[config.mk]
export PLATFORM = sky130hd
export DESIGN_NAME = attention_stream_host
export DESIGN_NICKNAME = d
export VERILOG_FILES = /design/src/rtl/attention_stream_host.sv
export SDC_FILE = /design/constraint.sdc
export NUM_CORES = 2
export LEC_CHECK = 0
export CAP_MARGIN = 40
export CORE_AREA = 2 2 425 342
export CTS_CLUSTER_SIZE = 20
export DETAILED_ROUTE_END_ITERATION = 10
export DIE_AREA = 0 0 427 344
export PLACE_DENSITY_LB_ADDON = 0.1
export SYNTH_ARGS = -nofsm -noshare
export SYNTH_HDL_FRONTEND = slang
export SYNTH_SLANG_ARGS = --single-unit
[constraint.sdc]
create_clock -name clk -period 5.1 [get_ports clk]
set_input_delay 0.51 -clock clk [delete_from_list [all_inputs] [get_ports clk]]
set_output_delay 0.51 -clock clk [all_outputs]
set_load 0.01 [all_outputs]
[src/rtl/attention_stream_host.sv]
// Host-side driver/collector for the attention engine: holds one Q/K/V operand
// set, streams it to the engine on start, captures the 64-word answer burst and
// exposes it through a registered read port with a running checksum.
module attention_stream_host #(
    parameter int N_ELEM  = 64,
    parameter int DATA_W  = 4,
    parameter int ANS_W   = 18,
    parameter int TIMEOUT = 1023,
    parameter int ADDR_W  = $clog2(N_ELEM),
    parameter int WAIT_W  = 10,
    parameter int CSUM_W  = 24
) (
    input  logic              clk,
    input  logic              reset,
    input  logic              wr_en,
    input  logic [ADDR_W-1:0] wr_addr,
    input  logic [DATA_W-1:0] wr_q,
    input  logic [DATA_W-1:0] wr_k,
    input  logic [DATA_W-1:0] wr_v,
    input  logic              start,
    output logic              busy,
    output logic              eng_reset,
    output logic              en,
    output logic [DATA_W-1:0] MATRIX_Q,
    output logic [DATA_W-1:0] MATRIX_K,
    output logic [DATA_W-1:0] MATRIX_V,
    input  logic              done,
    input  logic [ANS_W-1:0]  answer,
    input  logic [ADDR_W-1:0] rd_addr,
    output logic [ANS_W-1:0]  rd_data,
    output logic              result_valid,
    output logic              timeout_err,
    output logic [CSUM_W-1:0] checksum
);

    localparam int                OP_W      = 3 * DATA_W;
    localparam logic [ADDR_W-1:0] LAST_IDX  = ADDR_W'(N_ELEM - 1);
    localparam logic [ADDR_W-1:0] ERST_LAST = ADDR_W'(1);
    localparam logic [WAIT_W-1:0] WAIT_LAST = WAIT_W'(TIMEOUT - 1);

    typedef enum logic [2:0] {
        S_IDLE, S_ERST, S_LOAD, S_WAIT, S_CAPTURE, S_CMPLT, S_ERR
    } state_t;

    // Operand words are packed {q, k, v}; both memories are left uncleared by reset.
    logic [OP_W-1:0]  op_mem  [N_ELEM];
    logic [ANS_W-1:0] res_mem [N_ELEM];

    state_t            state_q, state_d;
    logic [ADDR_W-1:0] cnt_q, cnt_d;
    logic [WAIT_W-1:0] wait_q, wait_d;
    logic              busy_q, busy_d;
    logic              eng_reset_q, eng_reset_d;
    logic              en_q, en_d;
    logic              result_valid_q, result_valid_d;
    logic              timeout_err_q, timeout_err_d;
    logic [CSUM_W-1:0] checksum_q, checksum_d;
    logic [OP_W-1:0]   op_rd_q;
    logic [ANS_W-1:0]  rd_data_q;

    logic              op_we;
    logic              op_rd_en;
    logic [ADDR_W-1:0] op_rd_idx;
    logic              res_we;

    // Next-state logic; the operand read is issued one cycle ahead so that the
    // registered MATRIX_* outputs line up with the registered en.
    always_comb begin
        state_d        = state_q;
        cnt_d          = cnt_q;
        wait_d         = wait_q;
        busy_d         = busy_q;
        eng_reset_d    = eng_reset_q;
        en_d           = 1'b0;
        result_valid_d = result_valid_q;
        timeout_err_d  = timeout_err_q;
        checksum_d     = checksum_q;
        op_we          = wr_en && !busy_q;
        op_rd_en       = 1'b0;
        op_rd_idx      = cnt_q;
        res_we         = 1'b0;
        case (state_q)
            S_IDLE: begin
                eng_reset_d = 1'b1;
                if (start) begin
                    result_valid_d = 1'b0;
                    timeout_err_d  = 1'b0;
                    checksum_d     = '0;
                    busy_d         = 1'b1;
                    cnt_d          = '0;
                    state_d        = S_ERST;
                end
            end
            S_ERST: begin
                if (cnt_q == ERST_LAST) begin
                    cnt_d       = '0;
                    eng_reset_d = 1'b0;
                    en_d        = 1'b1;
                    op_rd_en    = 1'b1;
                    op_rd_idx   = '0;
                    state_d     = S_LOAD;
                end else begin
                    cnt_d = cnt_q + ADDR_W'(1);
                end
            end
            S_LOAD: begin
                if (cnt_q == LAST_IDX) begin
                    cnt_d   = '0;
                    wait_d  = WAIT_W'(1);
                    state_d = S_WAIT;
                end else begin
                    cnt_d     = cnt_q + ADDR_W'(1);
                    en_d      = 1'b1;
                    op_rd_en  = 1'b1;
                    op_rd_idx = cnt_q + ADDR_W'(1);
                end
            end
            S_WAIT: begin
                // wait_q counts cycles elapsed since the last en cycle
                if (done) begin
                    res_we     = 1'b1;
                    checksum_d = checksum_q + CSUM_W'(answer);
                    cnt_d      = ADDR_W'(1);
                    state_d    = S_CAPTURE;
                end else if (wait_q == WAIT_LAST) begin
                    timeout_err_d = 1'b1;
                    busy_d        = 1'b0;
                    eng_reset_d   = 1'b1;
                    state_d       = S_ERR;
                end else begin
                    wait_d = wait_q + WAIT_W'(1);
                end
            end
            S_CAPTURE: begin
                if (done) begin
                    res_we     = 1'b1;
                    checksum_d = checksum_q + CSUM_W'(answer);
                    if (cnt_q == LAST_IDX) begin
                        cnt_d          = '0;
                        result_valid_d = 1'b1;
                        busy_d         = 1'b0;
                        eng_reset_d    = 1'b1;
                        state_d        = S_CMPLT;
                    end else begin
                        cnt_d = cnt_q + ADDR_W'(1);
                    end
                end else begin
                    // burst ended early: protocol error
                    timeout_err_d = 1'b1;
                    busy_d        = 1'b0;
                    eng_reset_d   = 1'b1;
                    state_d       = S_ERR;
                end
            end
            S_CMPLT, S_ERR: begin
                state_d = S_IDLE;
            end
            default: begin
                state_d = S_IDLE;
            end
        endcase
    end

    // Control and status registers with synchronous active-low reset.
    always_ff @(posedge clk) begin
        if (!reset) begin
            state_q        <= S_IDLE;
            cnt_q          <= '0;
            wait_q         <= '0;
            busy_q         <= 1'b0;
            eng_reset_q    <= 1'b1;
            en_q           <= 1'b0;
            result_valid_q <= 1'b0;
            timeout_err_q  <= 1'b0;
            checksum_q     <= '0;
        end else begin
            state_q        <= state_d;
            cnt_q          <= cnt_d;
            wait_q         <= wait_d;
            busy_q         <= busy_d;
            eng_reset_q    <= eng_reset_d;
            en_q           <= en_d;
            result_valid_q <= result_valid_d;
            timeout_err_q  <= timeout_err_d;
            checksum_q     <= checksum_d;
        end
    end

    // Operand RAM write port, frozen while a run is in progress.
    always_ff @(posedge clk) begin
        if (reset && op_we) begin
            op_mem[wr_addr] <= {wr_q, wr_k, wr_v};
        end
    end

    // Operand RAM read register doubles as the MATRIX_* output register; zero outside LOAD.
    always_ff @(posedge clk) begin
        if (!reset) begin
            op_rd_q <= '0;
        end else if (op_rd_en) begin
            op_rd_q <= op_mem[op_rd_idx];
        end else begin
            op_rd_q <= '0;
        end
    end

    // Result RAM write port, fed by the capture counter.
    always_ff @(posedge clk) begin
        if (reset && res_we) begin
            res_mem[cnt_q] <= answer;
        end
    end

    // Result RAM registered read; a same-cycle capture returns the old word.
    always_ff @(posedge clk) begin
        rd_data_q <= res_mem[rd_addr];
    end

    assign busy         = busy_q;
    assign eng_reset    = eng_reset_q;
    assign en           = en_q;
    assign MATRIX_Q     = op_rd_q[OP_W-1 -: DATA_W];
    assign MATRIX_K     = op_rd_q[2*DATA_W-1 -: DATA_W];
    assign MATRIX_V     = op_rd_q[DATA_W-1:0];
    assign rd_data      = rd_data_q;
    assign result_valid = result_valid_q;
    assign timeout_err  = timeout_err_q;
    assign checksum     = checksum_q;

endmodule

Yosys cells after proc, flatten, opt, wreduce, memory -nomap -nowiden
Memories as Yosys holds them, arrays and structs flattened. A register that Yosys moved wholly into a read port is not among the register bits.
Cells that the tools add are included.
Operators by class
  $add $sub $neg: 3
  $mul: 0
  div/mod/pow operators: 0
  magnitude comparators: 0
  eq/ne operators: 20
  shifts and indexed selects: 0
  mux-type cells: 50
  bitwise gates (word level): 0
  reduce and logical (&&, ||, !) cells: 22
Operators by type and width (count)
  24-bit 2-to-1 mux: 2
  24-bit case mux with 2 select lines: 1
  6-bit 2-to-1 mux: 7
  10-bit 2-to-1 mux: 3
  6-bit case mux with 5 select lines: 1
  24-bit by 18-bit adder with 24-bit output: 1
  1-bit 2-to-1 mux: 21
  3-bit 2-to-1 mux: 7
  2-bit != test, second input constant: 10
  10-bit case mux with 2 select lines: 1
  5-bit AND reduction: 4
  3-bit case mux with 5 select lines: 1
  6-bit case mux with 2 select lines: 1
  4-bit AND reduction: 3
  10-bit by 1-bit adder with 10-bit output, second input constant: 1
  10-bit equality test, second input constant: 1
  6-bit by 1-bit adder with 6-bit output, second input constant: 1
  3-bit by 2-bit equality test with 1-bit output, second input constant: 2
  6-bit by 1-bit equality test with 1-bit output, second input constant: 1
  6-bit equality test, second input constant: 1
  3-bit != test, second input constant: 2
  1-bit case mux with 3 select lines: 2
  2-bit nonzero test: 3
  5-bit nonzero test: 1
  other kinds (13): 17
Storage, ports and cells
  flip-flop bits (word level): 48
  bits in latches: 0
  RAM bits: 1920
  bits in read-only memories: 0
  input port bits: 47
  memories: 2
Memories
  res_mem: depth 64, width 18, rd ports 1, clocked after memory_dff 1, wr ports 1, RTL line 47  | logic [ANS_W-1:0] res_mem [N_ELEM];
  op_mem: depth 64, width 12, rd ports 1, clocked after memory_dff 1, wr ports 1, RTL line 46  | logic [OP_W-1:0] op_mem [N_ELEM];

Depth between registers and ports, before layout
  depth in word-level cells: 6
  depth in mapped cells: 14
  gate-level depth less buffers: 11

Worst setup path after synthesis
No wires, ideal clock.
  path type: reg2reg
  from: register state_q[1]
  to: memory res_mem[49][0] (enable)
  setup time: 393 ps
  arrival time: 2700 ps
  slack: 2007 ps
  stages on the path, launching flop included: 10
  buffers on the path: 2
  period minus slack after synthesis: 3093 ps
  path through: dfxtp_1 -> buf_4 -> inv_1 -> clkbuf_1 -> nand3_1 -> a21boi_0 -> nand2_1 -> nor2_1 -> nand3_1 -> nor2_1
Between the ends
  cells in the longest elaborated chain, start to end: 6
  elaborated cells on any way between the ends: 7
Ends and longest elaborated chain
  start: declaration: RTL line 49  | state_t state_q, state_d;
  start signal: assignment: RTL line 177  | state_q <= state_d;
  3-bit equality test / 3-bit by 2-bit equality test with 1-bit output (equally long branches): RTL line 82  | case (state_q)
  2-bit OR reduction (no source line) (*)
  1-bit 2-to-1 mux (*)
  1-bit logical AND (*): RTL line 209  | if (reset && res_we) begin
  1-bit 2-to-1 mux (*): RTL line 209
  1-bit 2-to-1 mux (implied by the code) (*): RTL line 210  | res_mem[cnt_q] <= answer;
  end: declaration: RTL line 47
Every way passes the cells marked *; elsewhere a longest branch is shown, timed or not.

Final worst setup path
  from: register cnt_q[0]
  to: register op_rd_q[0] (read register of op_mem)
Between the ends
  cells in the longest elaborated chain, start to end: 5
  elaborated cells on any way between the ends: 11
Ends and longest elaborated chain
  start: declaration: RTL line 50  | logic [ADDR_W-1:0] cnt_q, cnt_d;
  start signal: assignment: RTL line 178  | cnt_q <= cnt_d;
  parallel branches: the longest is 5 deep, another holds 6-bit by 1-bit adder with 6-bit output
  end: declaration: RTL line 58  | logic [OP_W-1:0] op_rd_q;
Several ways; the timed one is not identified.
A chain may end at the register's enable or synchronous reset.

==> key figures <==
Die
  • Die area: 147000 um^2
  • Vertical die dimension: 344 um
  • Core footprint: 142000 um^2
  • Number of rows in the core area: 124
  • I/O pins: 106
  • Die Span X: 427 um
  • Starting density of the core: 57.8%

Clock network
  • CTS tree: done
  • Clock transition at the registers of the reported paths: 0.06 ns
  • Number of buffers on the longest clock path: 3
  • Sinks on the clock net: between 1500 and 2000
  • Setup Fix Bufs, Post-CTS: 0
  • Latest clock arrival within the worst-skew pair: just over 0.8 ns
  • CTS root buf: clkbuf_16
  • # H-tree levels: 4
  • Total clock buffers created by CTS: around 190

Worst setup path
  • CP arrival: 5.21 ns
  • Type of origin of the critical path: flop
  • Critical path required time: 5.85 ns
  • Endpoint class of the critical path: flop
  • Critical Setup Path Class: reg -> reg
  • Worst-path fanout max: 59

Power and ir drop
  • Share of power burned in the clock network: 38.0%
  • P_leak: 29.4 nW
  • Combinational share of power: 11.4%
  • Sequential group share of total power: 50.6%
  • Ratio of total power to cell area: 386 nW/um^2
  • Peak supply drop: 349 uV
  • Pint: ~27 mW
  • Net switching share of the total power: 24.6%
  • Switch Pwr: 8.82 mW

Global route
  • Largest net degree at the start of global routing: 269
  • Overflow left after global routing: 0
  • Wire length of the first global-routing pass: 311 mm
  • Via count of the first global-routing pass: 44200
  • Initial antenna violation count: 12
  • Total global-route track usage: 29.3%

Synthesis
  • Gate Count Post-Synth: around 4700
  • Number of synthesized register bits: 1998
  • EDFF count, synth: about 1900
  • Portion of the post-synthesis area used by sequential elements: 71.9%
  • Mapped Area: 82300 um^2
  • Net count after synthesis: roughly 4800
  • Warning count from the yosys run: 0
  • Number of library cell types mapped by synthesis: 71
  • Fraction of registers with async set/reset: 0%
  • Leading register cell type out of synthesis: edfxtp_1
  • Synthesized area per cell: 17.3 um^2

Detailed routing
  • Initial DRC Count: 6269
  • Drt wl/cell: 30.5 um
  • DRC Markers: 0
  • Average via count per standard cell: 6.60
  • Detail Route Antenna Nets: 0
  • Via count: 46200
  • Pre-Repair DR Iteration Count: 6
  • Post-detailed-routing wire length: 214 mm

Cells and area
  • Final core occ: 65.1%
  • Fraction of final layout cells sized beyond drive strength 1: between 20% and 30%
  • Number of nets in the final layout: 5019
  • Layout filler cell count: 9662
  • Area added between synthesis and finish: 12.6%
  • Multi-input gate area: 21200 um^2
  • Area occupied by registers: roughly 59000 um^2

Timing
  • Transition time of the tightest slew-check pin: around 1.1 ns
  • Pins over their slew limit: 0
  • Sum Neg Setup Slack: 0 ns
  • Final setup violation count: 0
  • Hold WS: 0.102 ns
  • F_max: 224 MHz
  • Final clock period utilization by the worst path: 87.4%
  • Maximum clock skew at final layout: 0.0468 ns
  • Worst-case headroom to the max-slew limit: 29.0%
  • RSZ-0062 raised after global routing: false
  • Clock period minus final worst setup slack: about 4.5 ns
  • Final hold violation count: 0

Placed design
  • HPWL after detailed placement: 128 mm
  • GPL Wtd Cong: roughly 0.88
  • Number of input and output port buffers inserted: about 110

Job
  • Number of max-capacitance violations reported: 0

Outcome
  • Status: finished, final reports clean

Min path
  • Worst Hold Class: in -> reg
[cells by family (layout without fill, tap and decap cells)]
logic type / after synthesis / in the layout / synth area share [%]
other: 0 / 1 / 0
adder cells (fa/ha/maj): 24 / 24 / 0.374
buffers and inverters: 546 / 910 / 2.71
AND/OR/NAND/NOR: 811 / 811 / 5.18
XOR/XNOR: 17 / 17 / 0.181
flip-flops: 1998 / 1998 / 71.9
AO/OA/AOI/OAI: 756 / 756 / 6.66
multiplexers: 594 / 594 / 13.0
[routing by layer]
metal / part of all wire [%] / vias to the layer above / wire length (um) / track usage, %
met2: 47 / 2255 / 101000 / 45.6
met5: 0.012 / - / 26 / 0
met4: 2.3 / 4 / 5010 / 7.28
met3: 8.4 / 326 / 18000 / 4.72
li1: - / 19700 / - / -
met1: 42 / 24000 / 89500 / 43.9
[registers in the layout (all words and copies together) (netlist names)]
signal and count:
op_mem 768, timeout_err 1, op_rd_q 12, result_valid 1, rd_data 18, eng_reset 1
wait_q 10, res_mem 1152, cnt_q 6, state_q 3, busy 1, checksum 24
en 1
[stage by stage]
step                      std cells  total power, mW  area, um^2  setup WS (ns)
after CTS                      7000             36.0       92700          0.722
final                          7001             35.8       92700          0.645
after global placement         6608             22.5       86300          0.872
after floorplan                4746             21.0       82300           2.01
after detailed placement       6643             22.5       86700          0.732
after global routing           7000             36.9       92700          0.476
[critical path: stages (launching register included)]
cell and delay, ns:
dfxtp_1 0.50, ha_1 0.40, nand2_1 0.26, nor2_1 0.31
inv_1 0.11, ha_1 0.36, mux2i_4 0.10, nand2_4 0.59
buf_12 0.37, o21ai_0 0.16, a32oi_1 0.39, o2111ai_1 0.47
o22ai_1 0.25
[cell type report]
type	count	area share, %
timing repair buffer	368	3.60
clock inverter	97	0.881
multi-input combinational	2202	22.8
tap	1890	2.55
clock buffer	254	5.50
inverter	191	0.773
antenna	1	0.00270
sequential	1998	63.9
[cells in the final DEF, fill, tap and decap left out, types with 71 or more instances in the layout]
cell type        Yosys  final
edfxtp_1          1920   1920
mux4_2             378    378
o211ai_1           235    235
buf_4               13    219
mux2i_1            214    213
a211oi_1           195    195
inv_1              190    190
clkbuf_16            0    190
nor2b_1            162    162
nand3_1            143    142
nand4_1            106    106
nand2_1            105    104
nor2_1             171    104
o21ai_0             92     92
dfxtp_1             78     77
clkdlybuf4s50_1      0     71
[cells in the mapped netlist, types with 23 or more instances]
cell	instances	area, um^2
o211ai_1	235	1760
buf_1	28	105
o2111ai_1	43	377
mux4_2	378	8510
dfxtp_1	78	1560
mux2i_1	214	2140
nor2b_1	162	1010
ha_1	23	288
o21ai_0	92	460
clkbuf_1	237	890
buf_2	71	355
and3_1	55	344
nor2_1	171	642
nand4_1	106	663
a311oi_1	26	228
a211oi_1	195	1460
a21oi_1	42	210
inv_1	190	713
nand3_1	143	716
nand2_1	105	394
edfxtp_1	1920	57700
[power groups by stage]
| stage | Clock [mW] | Sequential [mW] | Combinational [mW] |
|---|---|---|---|
| floorplan | 0 | 18.5 | 2.53 |
| global placement | 0 | 18.5 | 3.99 |
| detailed placement | 0 | 18.5 | 4.05 |
| CTS | 13.8 | 18.1 | 4.06 |
| global route | 14.4 | 18.1 | 4.31 |
| finish | 13.6 | 18.1 | 4.08 |
[path summary, 6_finish.rpt]
check                   from              to  slack [ns]  cells after the start
hold reg to reg    wait_q[7]       wait_q[7]        0.50                      2
hold / removal    answer[16]  res_mem[9][16]        0.10                      1
setup reg to reg    cnt_q[0]      op_rd_q[0]        0.64                     12
setup / recovery    cnt_q[0]      op_rd_q[0]        0.64                     12
[what timing repair did]
action,CTS,global route
hold endpoints to repair,12,0
hold buffers,6,0
gates resized for setup,0,0
(Power assumes the default switching activity.)
